`config.mk`:
```
export PLATFORM = sky130hd
export DESIGN_NAME = hazard_unit
export DESIGN_NICKNAME = d
export VERILOG_FILES = /design/src/rtl/hazard_unit_pkg.sv /design/src/rtl/muldiv_tracker.sv /design/src/rtl/hazard_unit.sv
export SDC_FILE = /design/constraint.sdc
export NUM_CORES = 1
export LEC_CHECK = 0
export CELL_PAD_IN_SITES_DETAIL_PLACEMENT = 0
export CELL_PAD_IN_SITES_GLOBAL_PLACEMENT = 1
export CORE_UTILIZATION = 34
export CTS_BUF_LIST = sky130_fd_sc_hd__clkbuf_16
export DETAILED_ROUTE_END_ITERATION = 8
export HOLD_SLACK_MARGIN = 0.05
export PLACE_DENSITY_LB_ADDON = 0.1
export SETUP_SLACK_MARGIN = 0.4
export SYNTH_ARGS = -nofsm -noshare
export SYNTH_HDL_FRONTEND = slang
export SYNTH_SLANG_ARGS = --single-unit
```
`constraint.sdc`:
```
create_clock -name CLOCK -period 3.05 [get_ports CLOCK]
set_clock_uncertainty 0.05 [all_clocks]
set_input_delay 0.61 -clock CLOCK [delete_from_list [all_inputs] [get_ports CLOCK]]
set_output_delay 0.61 -clock CLOCK [all_outputs]
set_load 0.005 [all_outputs]
```
`src/rtl/hazard_unit_pkg.sv`:
```
// Shared definitions for the pipeline hazard controller: mult/div tracker
// state encoding and the default mult/div occupancy.
package hazard_unit_pkg;

  typedef enum logic {
    IDLE = 1'b0,
    BUSY = 1'b1
  } md_state_t;

  localparam int unsigned MULDIV_LATENCY_DEFAULT = 32;

endpackage

```
`src/rtl/muldiv_tracker.sv`:
```
// Tracks occupancy of the multi-cycle multiply/divide unit after an accepted
// start; busy is high for exactly LATENCY cycles after the accepting edge.
module muldiv_tracker
  import hazard_unit_pkg::*;
#(
  parameter int unsigned LATENCY = MULDIV_LATENCY_DEFAULT
) (
  input  logic      clk,
  input  logic      reset,
  input  logic      accept,
  output logic      busy,
  output md_state_t state
);

  localparam int unsigned CW = $clog2(LATENCY + 1);

  logic [CW-1:0] cnt;
  logic [CW-1:0] cnt_next;
  md_state_t     state_next;
  logic          busy_next;

  always_ff @(posedge clk) begin
    if (reset) begin
      state <= IDLE;
      cnt   <= '0;
      busy  <= 1'b0;
    end else begin
      state <= state_next;
      cnt   <= cnt_next;
      busy  <= busy_next;
    end
  end

  // Counter keeps running regardless of pipeline stalls.
  always_comb begin
    state_next = state;
    cnt_next   = cnt;
    case (state)
      IDLE: begin
        if (accept) begin
          state_next = BUSY;
          cnt_next   = CW'(LATENCY);
        end
      end
      BUSY: begin
        if (cnt == CW'(1)) begin
          state_next = IDLE;
          cnt_next   = '0;
        end else begin
          cnt_next = cnt - CW'(1);
        end
      end
      default: begin
        state_next = IDLE;
        cnt_next   = '0;
      end
    endcase
  end

  always_comb begin
    busy_next = (state_next == BUSY);
  end

endmodule

```
`src/rtl/hazard_unit.sv`:
```
// Pipeline hazard controller: load-use and HI/LO interlocks, memory-wait hold,
// wrong-path squash and a free-running stall-cycle counter.
module hazard_unit
  import hazard_unit_pkg::*;
#(
  parameter int unsigned MULDIV_LATENCY = MULDIV_LATENCY_DEFAULT,
  parameter bit          DELAY_SLOT     = 1'b1
) (
  input  logic        CLOCK,
  input  logic        RESET,
  input  logic [4:0]  RegisterRS_IN,
  input  logic [4:0]  RegisterRT_IN,
  input  logic        UsesRS_IN,
  input  logic        UsesRT_IN,
  input  logic        IDEXE_MemRead_IN,
  input  logic        IDEXE_WriteEnable_IN,
  input  logic [4:0]  IDEXE_WriteRegister_IN,
  input  logic        BranchTaken_IN,
  input  logic        MulDivStart_IN,
  input  logic        HILORead_IN,
  input  logic        MemBusy_IN,
  output logic        STALL_IF_OUT,
  output logic        STALL_IFID_OUT,
  output logic        STALL_IDEXE_OUT,
  output logic        STALL_EXEMEM_OUT,
  output logic        STALL_MEMWB_OUT,
  output logic        FLUSH_IFID_OUT,
  output logic        FLUSH_IDEXE_OUT,
  output logic        MulDivBusy_OUT,
  output logic [31:0] StallCount_OUT
);

  logic      load_use;
  logic      hilo_hazard;
  logic      data_hazard;
  logic      accept;
  md_state_t md_state;
  logic [31:0] stall_count;

  assign load_use = IDEXE_MemRead_IN & IDEXE_WriteEnable_IN &
                    (IDEXE_WriteRegister_IN != 5'd0) &
                    ((UsesRS_IN & (RegisterRS_IN == IDEXE_WriteRegister_IN)) |
                     (UsesRT_IN & (RegisterRT_IN == IDEXE_WriteRegister_IN)));

  assign hilo_hazard = (md_state == BUSY) & (HILORead_IN | MulDivStart_IN);
  assign data_hazard = load_use | hilo_hazard;
  assign accept      = MulDivStart_IN & (md_state == IDLE) & ~MemBusy_IN &
                       ~data_hazard & ~RESET;

  muldiv_tracker #(
    .LATENCY(MULDIV_LATENCY)
  ) u_tracker (
    .clk   (CLOCK),
    .reset (RESET),
    .accept(accept),
    .busy  (MulDivBusy_OUT),
    .state (md_state)
  );

  // Priority: reset, memory wait, data hazard, branch squash.
  always_comb begin
    STALL_IF_OUT     = 1'b0;
    STALL_IFID_OUT   = 1'b0;
    STALL_IDEXE_OUT  = 1'b0;
    STALL_EXEMEM_OUT = 1'b0;
    STALL_MEMWB_OUT  = 1'b0;
    FLUSH_IFID_OUT   = 1'b0;
    FLUSH_IDEXE_OUT  = 1'b0;
    if (RESET) begin
      STALL_IF_OUT = 1'b0;
    end else if (MemBusy_IN) begin
      STALL_IF_OUT     = 1'b1;
      STALL_IFID_OUT   = 1'b1;
      STALL_IDEXE_OUT  = 1'b1;
      STALL_EXEMEM_OUT = 1'b1;
      STALL_MEMWB_OUT  = 1'b1;
    end else if (data_hazard) begin
      STALL_IF_OUT    = 1'b1;
      STALL_IFID_OUT  = 1'b1;
      FLUSH_IDEXE_OUT = 1'b1;
    end else if (BranchTaken_IN && !DELAY_SLOT) begin
      FLUSH_IFID_OUT = 1'b1;
    end
  end

  always_ff @(posedge CLOCK) begin
    if (RESET) begin
      stall_count <= '0;
    end else if (STALL_IF_OUT) begin
      stall_count <= stall_count + 32'd1;
    end
  end

  assign StallCount_OUT = stall_count;

endmodule

```
## Yosys cells after proc, flatten, opt, wreduce, memory -nomap -nowiden

Cells that the tools add are included.

- Register bits: 39
- Input bits: 25
- Output and inout bits: 40
- Logic and storage cells: 40

- Add/sub/neg operators: 2
- Eq/ne operators: 4
- Muxes and demuxes: 13
- Bitwise gates (word level): 17
- Reduce and logical (&&, ||, !) cells: 1

Operator list:

| operator | number |
|---|---|
| $add 32x1->32 const B | 1 |
| $mux 6 | 2 |
| $pmux 6 s2 | 1 |
| $and 1x1->1 | 10 |
| $eq 5x5->1 | 2 |
| $mux 1 | 9 |
| $eq 6x1->1 const B | 1 |
| $sub 6x1->6 const B | 1 |
| $reduce_bool 5->1 | 1 |
| $not 1->1 | 4 |
| $or 1x1->1 | 3 |
| $ne 2x2->1 const B | 1 |
| $pmux 1 s2 | 1 |

## Logic depth before layout (Yosys ltp)

- Word-level depth: 10
- Depth in mapped cells: 8
- Gate-level depth less buffers: 7

## Hierarchy

From an unflattened synthesis, not the netlist that was laid out.

- Cell total of the unflattened synthesis: 266
- Area, all modules: 2189.6 um2

By module, submodules not included:

| module | instances | cells an instance | area each (um2) | sequential area each (um2) |
|---|---|---|---|---|
| hazard_unit | 1 | 223 | 1809.2 | 640.6 |
| muldiv_tracker | 1 | 43 | 380.4 | 140.1 |

## Worst setup path before layout

No wires, ideal clock.

- Path type: in2out
- Start: in IDEXE_WriteRegister_IN[0]
- End: out STALL_IF_OUT
- Arrival: 1987 ps
- Data required time: 2390 ps
- Setup slack: 403 ps
- Cell stages on the path: 7
- Path buffers: 3
- Path through: or3_1 -> o311a_4 -> a21oi_4 -> buf_6 -> buf_6 -> nor2_1 -> buf_4

- Longest elaborated chain between the ends: 8

Ends and longest elaborated chain:

| what | RTL line | source |
|---|---|---|
| start, declared | hazard_unit.sv:17 | `input logic [4:0] IDEXE_WriteRegister_IN,` |
| $eq 5x5->1 (on tied branches) | hazard_unit.sv:42, hazard_unit.sv:43 |  |
| $and 1x1->1 (on tied branches) | hazard_unit.sv:42, hazard_unit.sv:43 |  |
| $or 1x1->1 | hazard_unit.sv:42 | `((UsesRS_IN & (RegisterRS_IN == IDEXE_WriteRegister_IN)) \|` |
| $and 1x1->1 (*) | hazard_unit.sv:41 | `(IDEXE_WriteRegister_IN != 5'd0) &` |
| $or 1x1->1 (*) | hazard_unit.sv:46 | `assign data_hazard = load_use \| hilo_hazard;` |
| $mux 1 (*) (3 in a row) | - |  |
| end, declared | hazard_unit.sv:22 | `output logic STALL_IF_OUT,` |

Every way passes the cells marked *; elsewhere a longest branch is shown, timed or not.

## Final worst setup path

- Start: in IDEXE_WriteRegister_IN[1]
- End: out STALL_IFID_OUT

- Longest elaborated chain between the ends: 8

Ends and longest elaborated chain:

| what | RTL line | source |
|---|---|---|
| $eq 5x5->1 (on tied branches) | hazard_unit.sv:42, hazard_unit.sv:43 |  |
| $and 1x1->1 (on tied branches) | hazard_unit.sv:42, hazard_unit.sv:43 |  |
| $or 1x1->1 | hazard_unit.sv:42 |  |
| $and 1x1->1 (*) | hazard_unit.sv:41 |  |
| $or 1x1->1 (*) | hazard_unit.sv:46 |  |
| $mux 1 (*) | hazard_unit.sv:77 | `end else if (data_hazard) begin` |
| $mux 1 (*) | hazard_unit.sv:71 | `end else if (MemBusy_IN) begin` |
| $mux 1 (*) | hazard_unit.sv:69 | `if (RESET) begin` |
| end, declared | hazard_unit.sv:23 | `output logic STALL_IFID_OUT,` |

Marked as above.

==> flow_summary.json <==
{
  "crit_required_ns": 2.39,
  "core_um2": 5956,
  "wl_um": 5402,
  "die_h_um": 80.93,
  "grt_max_degree": 62,
  "cp-end-kind": "primary output",
  "place_congestion": 0.7973,
  "avgViaCountPerCell": 5.329,
  "path_class": "in2out",
  "setup_viol_count_final": 0,
  "io_buffers": 62,
  "h-tree-depth": 2,
  "total_power_mw": 1.329,
  "critical_path.max_fanout": 3,
  "synth-adder-area-share": 0.01772,
  "synth_edf_count": 0,
  "synthesis.nets": 289,
  "grt_pass1_vias": 1875,
  "synth_seq_cells": 39,
  "syn_area_um2": 2118,
  "timing.rr.start": "StallCount_OUT[3]",
  "drt_iter0_markers": 99,
  "antenna_found_initial": 0,
  "rsz0062_at_grt": "no",
  "cts-root-buf": "clkbuf_16",
  "grtUsageMet3": 0.03933,
  "design.die.area_um2": 6550,
  "grtUsageMet2": 0.2647,
  "ys_top_cells_by_area": "dfxtp_1, or3_1, a21oi_1",
  "initial_utilization": 0.3557,
  "diodes": 0,
  "period_needed_ns": 2.592,
  "setup.worst_path.start": "IDEXE_WriteRegister_IN[1]",
  "fin_tns_setup_ns": 0,
  "cts_tree": "yes",
  "synth-main-ff-cell": "dfxtp_1",
  "busiest_layer": "met2",
  "yosys_warnings": 0,
  "synth_cell_types": 38,
  "wl_per_cell_um": 13.68,
  "maxCapViolCount": 0,
  "drcViolationCount": 0,
  "num_vias": 2105,
  "yosys.area_share.simple": 0.2859,
  "gr-total-overflow": 0,
  "min_from": "u_tracker.cnt[5]",
  "postSynthAreaPerCell_um2": 8.116,
  "pin_count": 65,
  "clk_latency_ns": 0.28,
  "fin_nets": 347,
  "synth_compound_area_frac": 0.2044,
  "yosysMostFrequentCell": "dfxtp_1",
  "hold_viol_final": 0,
  "cts_inserted_buffers": 5,
  "synth_top_cell_area_share": 0.3686,
  "hpwl_um": 3564,
  "synth_mux_area_frac": 0.01004,
  "yosysSeqAreaShare": 0.3686,
  "cts.sink_count": 39,
  "num_rows": 28,
  "slew_violations": 0,
  "grt_usage": 0.1741,
  "critPathLaunchType": "primary input",
  "synth-xor-area-share": 0.04548,
  "grt_pass1_wl_um": 8914,
  "area_growth_pct": 38.51,
  "ir_drop_mv": 0.2463,
  "tightestPinTransition_ns": 0.5828,
  "dr.pass1.iters": 4,
  "path_clk_slew_ns": 0.06,
  "min_path_type": "reg2reg",
  "synthCells": 261,
  "p_leak_nw": 1.022,
  "synth_top_cells_by_count": "dfxtp_1, a21oi_1, o21ai_0, or3_1, nand4_1",
  "ant_nets": 0,
  "crit_arrival_ns": 1.93,
  "drive_above_1_share": 0.08750,
  "die_w_um": 80.93,
  "cts_buffer_depth": 2,
  "met1_usage": 0.2405,
  "timing.fmax_mhz": 385.8,
  "synth_top_area_cell": "dfxtp_1",
  "status": "finished, final reports clean",
  "async_reset_ff_frac": 0,
  "power_density_nw_per_um2": 452.9,
  "finalCritPeriodShare": 0.8499,
  "synth_top_family_by_area": "simple AND/OR/NAND/NOR gates",
  "relSlewSlack": 0.6115
}
[cells in the final DEF (no fill, tap or decap), types with 2 or more instances in the layout]
master,instances
or4_1,2
nor2b_1,2
nor2_1,6
and2_1,3
clkbuf_16,5
ha_1,3
inv_1,4
or3_1,30
o31ai_1,2
nand3b_1,2
a31oi_1,3
a21oi_1,34
buf_2,3
nand2_1,12
nor3_1,3
and4_1,2
dlygate4sd2_1,13
and3_1,11
nand3_1,13
clkdlybuf4s50_1,44
buf_4,9
nand4_1,14
dfxtp_1,39
o21ai_0,31
xnor2_1,10
[critical path: stages]
cell and delay, ns:
dlygate4sd2_1 0.26, or3_4 0.37, o311a_4 0.34, a21oi_4 0.16
nor2_4 0.06, buf_2 0.13
[sequential cells by signal (all words and copies together) (netlist names)]
name,flops
StallCount_OUT,32
u_tracker.busy,1
u_tracker.cnt,6
[routing by layer]
layer	vias to the layer above	wire, um
li1	1073	-
met1	975	2688
met2	50	2340
met3	7	305
met4	0	68
met5	-	0
[cells by family after synthesis]
kind of cell	after synthesis
and+or+nand+nor	105
AOI/OAI and AO/OA	76
DFF	39
buffers and inverters	24
xor gates and xnor gates	11
adders and majority gates	3
muxes	2
other	1
[layout make-up]
cell class / count / area (um2)
clock buffer: 5 / 125.1
inverter: 4 / 15.01
sequential: 39 / 780.7
fill: 622 / 3022
multi-input combinational: 198 / 1215
clock inverter: 3 / 43.79
tap: 75 / 93.84
timing repair buffer: 71 / 660.6
[repair_timing]
action | CTS | global route
hold endpoints to repair | 0 | 0
endpoints found under the setup margin | 4 | 1
hold buffers | 0 | 0
setup buffers | 3 | 1
gates resized for setup | 31 | 2
pin swaps | 13 | 4
[path summary, 6_finish.rpt]
kind | to | slack [ns] | depth (start not counted)
setup / recovery | STALL_IFID_OUT | 0.46 | 6
hold / removal | u_tracker.cnt[5] | 0.44 | 2
setup reg to reg | StallCount_OUT[31] | 0.80 | 6
hold reg to reg | u_tracker.cnt[5] | 0.44 | 2
[metrics by stage]
stage               worst slack (ns)  hold WS, ns  instance area [um2]  std cells    util
floorplan                     0.4027       0.4027                 2118        261       -
global placement             -0.1373       0.4220                 2745        383  0.4609
detailed placement           -0.1532       0.4335                 2745        383  0.4609
CTS                           0.4420       0.4417                 2919        394  0.4901
global route                  0.4090       0.4764                 2934        395  0.4926
finish                        0.4579       0.4424                 2934        395  0.4926
[report_power, final]
group	total (mW)	leakage [nW]	switching [mW]	internal (mW)
logic	0.175	0.622	0.0883	0.0867
registers	0.555	0.316	0.0231	0.532
clock network	0.599	0.0838	0.213	0.386
Power figures use the tool's default switching activity.
